`config.mk`:
```
export PLATFORM = sky130hd
export DESIGN_NAME = diag_avg
export DESIGN_NICKNAME = d
export VERILOG_FILES = /design/src/rtl/diag_avg.sv
export SDC_FILE = /design/constraint.sdc
export NUM_CORES = 1
export LEC_CHECK = 0
export BUFFER_PORTS_ARGS = -buffer_cell sky130_fd_sc_hd__buf_2
export CORE_MARGIN = 1
export CORE_UTILIZATION = 45
export CTS_CLUSTER_SIZE = 8
export DETAILED_ROUTE_END_ITERATION = 10
export SYNTH_ARGS = -nofsm -noshare
export SYNTH_HDL_FRONTEND = slang
export SYNTH_SLANG_ARGS = --single-unit
```
`constraint.sdc`:
```
create_clock -name clk -period 3 [get_ports clk]
set_input_delay 0.15 -clock clk [delete_from_list [all_inputs] [get_ports clk]]
set_output_delay 0.15 -clock clk [all_outputs]
set_load 0.02 [all_outputs]
```
`src/rtl/diag_avg.sv`:
```
// Per-channel block averager feeding the hex diagnostic dump.
// Holds four coherent averages while freeze is high; newest result wins.
module diag_avg #(
    parameter int DW    = 12,
    parameter int LOG2N = 6
) (
    input  logic          clk,
    input  logic          reset,
    input  logic          in_valid,
    input  logic [1:0]    in_chl,
    input  logic [DW-1:0] in_dat,
    input  logic          freeze,
    output logic [DW-1:0] a0,
    output logic [DW-1:0] a1,
    output logic [DW-1:0] a2,
    output logic [DW-1:0] a3,
    output logic [3:0]    done
);

    localparam int AW = DW + LOG2N;

    typedef logic [AW-1:0]    acc_t;
    typedef logic [LOG2N-1:0] cnt_t;
    typedef logic [DW-1:0]    dat_t;

    acc_t       acc_q [4];
    acc_t       acc_d [4];
    cnt_t       cnt_q [4];
    cnt_t       cnt_d [4];
    dat_t       shd_q [4];
    dat_t       shd_d [4];
    dat_t       out_q [4];
    dat_t       out_d [4];
    logic [3:0] pend_q;
    logic [3:0] pend_d;
    logic [3:0] done_q;
    logic [3:0] done_d;

    acc_t sum;
    logic hit;
    logic last;

    always_comb begin
        sum    = acc_t'(in_dat);
        hit    = 1'b0;
        last   = 1'b0;
        pend_d = pend_q;
        done_d = '0;
        for (int c = 0; c < 4; c++) begin
            acc_d[c] = acc_q[c];
            cnt_d[c] = cnt_q[c];
            shd_d[c] = shd_q[c];
            out_d[c] = out_q[c];
            // Copy reads the old shadow; a same-cycle completion keeps pend.
            if (!freeze && pend_q[c]) begin
                out_d[c]  = shd_q[c];
                pend_d[c] = 1'b0;
            end
            hit  = in_valid && (in_chl == 2'(c));
            last = &cnt_q[c];
            sum  = acc_q[c] + acc_t'(in_dat);
            if (hit) begin
                if (last) begin
                    shd_d[c]  = sum[AW-1:LOG2N];
                    acc_d[c]  = '0;
                    cnt_d[c]  = '0;
                    pend_d[c] = 1'b1;
                    done_d[c] = 1'b1;
                end else begin
                    acc_d[c] = sum;
                    cnt_d[c] = cnt_q[c] + cnt_t'(1);
                end
            end
        end
    end

    always_ff @(posedge clk or negedge reset) begin
        if (!reset) begin
            for (int c = 0; c < 4; c++) begin
                acc_q[c] <= '0;
                cnt_q[c] <= '0;
                shd_q[c] <= '0;
                out_q[c] <= '0;
            end
            pend_q <= '0;
            done_q <= '0;
        end else begin
            for (int c = 0; c < 4; c++) begin
                acc_q[c] <= acc_d[c];
                cnt_q[c] <= cnt_d[c];
                shd_q[c] <= shd_d[c];
                out_q[c] <= out_d[c];
            end
            pend_q <= pend_d;
            done_q <= done_d;
        end
    end

    assign a0   = out_q[0];
    assign a1   = out_q[1];
    assign a2   = out_q[2];
    assign a3   = out_q[3];
    assign done = done_q;

endmodule

```
==> impl_metrics.yaml, run 1 <==
setup_path:
  required_ns: 3.34
  critPathCapture: "shd_q[8]"
  critical_path_class: "register to register"
  cp-end-kind: "register"
  worst-path-max-fanout: 7
  worstRegToRegCells: 9
  timing.rr.start: "acc_q[0]"
  reg2reg_setup_slack_ns: 0.28
  critPathLaunch: "acc_q[0]"
  cp-start-kind: "register"
  worstReg2RegEnd: "shd_q[8]"
  crit_arrival_ns: 3.06
placed_design:
  place_hpwl_microns: 14880
  dpl_cell_area_sq_um: 10970
  portBuffers: 69
  dp_cells: 1358
  pre_cts_slack_ns: 0.2781
  gp_congestion: 0.8387
route:
  drc: 0
  ant_nets: 0
  dr_wl_met3_microns: 520
  dr.pass1.iters: 5
  met2_wirelength_microns: 9465
  drt-total-wl_microns: 21120
  wl_met1_microns: 10830
  top_layer: "met4"
  viasPerCell: 5.391
  dr_total_vias: 7499
  routedWlPerCell_microns: 15.19
  initialDrtViolationCount: 425
clocking:
  clock-sinks: 200
  path_clk_slew_ns: 0.08
  cts_tree: "built"
  cts_resized: 0
  cts_max_level: 4
  cts_buffer_depth: 2
  root_buffer: "clkbuf_16"
  cts-buffers-inserted: 17
  clk_latency_ns: 0.45
timing:
  setup_violations: 0
  fin_skew_ns: 0.01430
  final.min_clock_period_ns: 2.719
  fmax_mhz: 367.8
  setup_tns_ns: 0
  min_period_over_period: 0.9063
  drv_slew: 0
  worst_slew_margin_rel: 0.3461
  hold_viol: 0
  rsz0062_at_grt: "false"
  worst_pin_slew_ns: 0.9788
  fin_ws_ns: 0.2810
die:
  die_w_microns: 153.1
  fp.dieH_microns: 153.1
  pin_count: 70
  coreArea_sq_um: 22090
  rows: 54
  start_util: 0.4648
  die_area_sq_um: 23430
logic_synthesis:
  netlist_instances: 1029
  synth_cell_types: 59
  synth_nets: 1103
  async_flop_share: 1.000
  synth-seq-cells: 200
  ys_seq_area_frac: 0.4873
  synthFlopType: "dfrtp_1"
  syn_avg_cell_area_sq_um: 9.980
  synth_edf_count: 0
  syn-cell-area_sq_um: 10270
  yosys_warnings: 0
pwr:
  cellPowerDensity_nw_per_um2: 789.7
  p_leak_uw: 0.005614
  irDropWorstVdd_v: 0.0003431
grt:
  grt-ovfl-total: 0
  grt_pass1_vias: 7146
  grt_max_degree: 90
  antenna_found_initial: 0
  grtUsageTotal: 0.1947
  grt_first_pass_wirelength_microns: 36570
layout:
  nets: 1172
  drive_gt1_frac: 0.1629
  stdcell_count: 1391
  final_area_sq_um: 11570
  areaGrowthSynthToFinish_pct: 12.66
  post-route-util: 0.5237
  fillers: 2081
  antenna_cells: 0
outcome:
  outcome: "completed"
worst_hold_path:
  hp-class: "primary input to register"
job:
  max_cap_violations: 0
==> cell usage in the layout (no fill, tap or decap), types with 9 or more instances in the layout <==
cell and instances:
nand3_1 23, mux2_2 53, and3_1 12, clkbuf_16 17, inv_1 18, o31ai_1 20
o21ai_0 64, nor2b_1 12, xor2_1 21, a22o_1 9, nand4_1 13, nor3_1 9
xnor2_1 45, a21o_1 16, buf_4 11, a21oi_1 47, o21ai_1 50, a211oi_1 11
buf_2 68, ha_1 52, dfrtp_1 200, nand2_1 199, nor2_1 36
==> routing by layer <==
layer	vias up	track usage
met3	23	0.02779
met2	117	0.3022
met1	3579	0.2805
met5	-	0
li1	3780	-
met4	0	0.06205
==> power breakdown <==
part           internal (uW)  switching, uW  total, uW
sequential              3140            378       3520
combinational           1400           1920       3320
clock                   1150           1140       2290
==> layout make-up <==
cell class	count	area [sq um]	area share
clock inverter	13	135.1	0.01168
tap	280	350.3	0.03028
clock buffer	19	452.9	0.03915
sequential	200	5005	0.4326
timing repair buffer	83	486.7	0.04207
inverter	21	78.83	0.006813
multi-input combinational	775	5061	0.4374
==> what timing repair did <==
| action | in CTS | in global routing |
|---|---|---|
| hold buffers | 1 | 0 |
| endpoints found under the hold margin | 87 | 0 |
| setup buffers | 0 | 0 |
==> worst max-delay path: stages, from the launching register on <==
cell	delay (ns)
dfrtp_1	0.38
ha_1	0.22
fa_1	0.42
a211oi_1	0.34
o21bai_1	0.17
a211oi_1	0.47
o41ai_4	0.20
nand3_1	0.16
xor2_1	0.17
o21ai_1	0.07
==> flip-flops by register name, indices dropped and copies added (netlist names) <==
name and flops:
a0 12, a1 12, a2 12, a3 12, acc_q 72, cnt_q 24, done 4, pend_q 4
shd_q 48
==> cells by family (layout without fill, tap and decap cells) <==
kind of cell | count (synthesis) | in the layout | synth area share
and+or+nand+nor | 335 | 335 | 0.1455
adders and majority gates | 56 | 56 | 0.07115
DFF | 200 | 200 | 0.4873
muxes | 55 | 55 | 0.06006
buffers and inverters | 54 | 136 | 0.01986
AOI/OAI and AO/OA | 263 | 263 | 0.1598
xor gates and xnor gates | 66 | 66 | 0.05629
==> cell usage after synthesis (all sizes together) (13+ instances only) <==
cell type / instances / area share
xor2: 21 / 0.018
a21oi: 50 / 0.025
nand3: 23 / 0.011
mux2: 53 / 0.058
ha: 52 / 0.063
a21o: 17 / 0.013
nand2: 199 / 0.073
clkbuf: 28 / 0.010
inv: 21 / 0.0077
dfrtp: 200 / 0.49
nand4: 13 / 0.0079
nor2: 36 / 0.013
xnor2: 45 / 0.038
o31ai: 20 / 0.015
o21ai: 115 / 0.056
==> how the worst min path moves through the flow <==
| stage | from | endpoint | slack [ns] | depth (start not counted) |
|---|---|---|---|---|
| floorplan | reset | a0[0] | -0.15 | 0 |
| global placement | reset | a2[8] | 0.28 | 1 |
| detailed placement | reset | a2[9] | 0.27 | 1 |
| CTS | freeze | pend_q[0] | 0.06 | 3 |
| global route | freeze | pend_q[3] | 0.09 | 3 |
| finish | freeze | pend_q[0] | 0.07 | 3 |
==> per-stage QoR <==
| step | hold WS (ns) | total power, uW |
|---|---|---|
| final | 0.06875 | 9136 |
| after global routing | 0.09046 | 9839 |
| after CTS | 0.05957 | 9214 |
| after detailed placement | 0.2746 | 6877 |
| after global placement | 0.2786 | 6826 |
| after floorplan | -0.1456 | 6138 |
No activity file was read; power rests on OpenSTA's default activity.
==> run 2, diff against run 1 <==
--- a/config.mk
+++ b/config.mk
@@ -5,11 +5,11 @@
 export SDC_FILE = /design/constraint.sdc
 export NUM_CORES = 1
 export LEC_CHECK = 0
-export BUFFER_PORTS_ARGS = -buffer_cell sky130_fd_sc_hd__buf_2
 export CORE_MARGIN = 1
 export CORE_UTILIZATION = 45
 export CTS_CLUSTER_SIZE = 8
 export DETAILED_ROUTE_END_ITERATION = 10
+export DONT_BUFFER_PORTS = 1
 export SYNTH_ARGS = -nofsm -noshare
 export SYNTH_HDL_FRONTEND = slang
 export SYNTH_SLANG_ARGS = --single-unit
==> run 2 against run 1 <==
Net effect: the flow now finishes with violations (negative hold slack); core utilization down 1.7 points; non-clock buffer count down 70; clock-buffer cell count down 2; cell count down 5.0%; global-route usage down 0.10 points; flip-flop and latch count unchanged; clock skew about the same; clock power up 3%.
==> impl_metrics.yaml, run 2 (synthesized netlist as in run 1, its figures left out) <==
outcome:
  outcome: "complete, but fails checks"
  violations: "negative hold slack"
clocking:
  cts_tree: "built"
  cts_resized: 0
  clk_latency_ns: 0.45
  path_clk_slew_ns: 0.08
  postCtsSetupBuffers: 0
  hold_buffers: 2
  cts_max_level: 4
  root_buffer: "clkbuf_16"
  cts_buffer_depth: 2
  cts-buffers-inserted: 17
  clock-sinks: 200
layout:
  stdcell_count: 1321
  largestRegisters: "acc_q x72, shd_q x48, cnt_q x24"
  layout_common_cells: "dfrtp_1, nand2_1, o21ai_0, mux2_2, ha_1"
  final_area_sq_um: 11200
  final_common_cell: "dfrtp_1"
  drive_gt1_frac: 0.1057
  nets: 1102
  areaGrowthSynthToFinish_pct: 9.088
  largest_reg_flops: 72
  top_register: "acc_q"
  antenna_cells: 0
setup_path:
  slowest_delay_ns: 0.45
  crit_arrival_ns: 3.00
  cp-start-kind: "register"
  cpMostUsedCell: "a211oi_1"
  crit_slowest_cell: "a211oi_1"
  path_cells: "ha_1, fa_1, a211oi_1, o21bai_1, a211oi_1, o41ai_4, nand3_1, xor2_1, o21ai_1"
  worst-path-max-fanout: 7
  cp-end-kind: "register"
  required_ns: 3.34
  critical_path_class: "register to register"
timing:
  final.min_clock_period_ns: 2.653
  setup_violations: 0
  min_period_over_period: 0.8842
  whs_ns: -0.6054
  drv_slew: 0
  fmax_mhz: 377.0
  rsz0062_at_grt: "false"
  worst_pin_slew_ns: 0.9827
  hold_viol: 200
  fin_skew_ns: 0.01400
  setup_tns_ns: 0
  worst_slew_margin_rel: 0.3435
pwr:
  irDropWorstVdd_v: 0.0003745
  p_leak_uw: 0.005247
  cellPowerDensity_nw_per_um2: 813.1
grt:
  grt_first_pass_wirelength_microns: 36360
  grt-ovfl-total: 0
  grtUsageTotal: 0.1937
  grt_max_degree: 201
  grt_busiest_layer: "met2"
  globalRouteMet3Util: 0.04310
  use_met2: 0.3070
  grt_pass1_vias: 7196
  met1_usage: 0.2672
  antenna_found_initial: 0
placed_design:
  gp_congestion: 0.8312
  dpl_cell_area_sq_um: 10580
  dp_cells: 1287
  place_hpwl_microns: 14390
  portBuffers: 0
worst_hold_path:
  hp-class: "primary input to async pin"
route:
  drc: 0
  viasPerCell: 5.542
  drt-total-wl_microns: 21280
  ant_nets: 0
  routedWlPerCell_microns: 16.11
  dr_total_vias: 7321
  initialDrtViolationCount: 364
  dr.pass1.iters: 5
die:
  coreArea_sq_um: 22090
  start_util: 0.4648
  die_area_sq_um: 23430
  die_w_microns: 153.1
  pin_count: 70
  fp.dieH_microns: 153.1
  rows: 54
job:
  max_cap_violations: 0
-- run 2: where the power goes --
part / switching [uW] / internal [uW] / total [uW]
sequential: 373 / 3140 / 3520
combinational: 1840 / 1390 / 3230
clock: 1170 / 1200 / 2370
-- run 2: metrics by stage --
step           total power [uW]    util  setup WS [ns]
2_1_floorplan              6138       -         0.5079
3_3_place_gp               6732  0.4788         0.3754
3_5_place_dp               6778  0.4788         0.3345
4_1_cts                    9187  0.5071         0.3310
5_1_grt                    9796  0.5071         0.1457
6_report                   9110  0.5071         0.3474
-- run 2: worst max-delay path: cells and delay by family (launching register included) --
kind / cells / cell delay (ns)
AO/OA/AOI/OAI: 5 / 1.19
flip-flops: 1 / 0.39
AND/OR/NAND/NOR: 1 / 0.16
XOR/XNOR: 1 / 0.16
adder cells (fa/ha/maj): 2 / 0.65
-- run 2: final timing paths --
kind	startpoint	endpoint	slack (ns)	cells after the start
worst max-delay path	acc_q[0]	shd_q[8]	0.35	9
min in group clk	in_dat[0]	acc_q[0]	0	3
max in group asynchronous	reset	acc_q[48]	3.33	0
worst min-delay path	reset	a2[9]	-0.61	0
worst min register to register	acc_q[29]	acc_q[29]	0.48	2
worst max register to register	acc_q[0]	shd_q[8]	0.35	9
-- run 2: layer usage --
metal	wire length [microns]	part of all wire
met5	0	0
met4	229	0.011
met3	995	0.047
met2	9797	0.46
met1	10260	0.48
-- run 2: cell type report --
cell class                 instances  area (sq um)
fill                            2022         10890
multi-input combinational        775          5061
sequential                       200          5005
clock buffer                      17         425.4
tap                              280         350.3
clock inverter                    15         180.2
timing repair buffer              13         102.6
inverter                          21         78.83
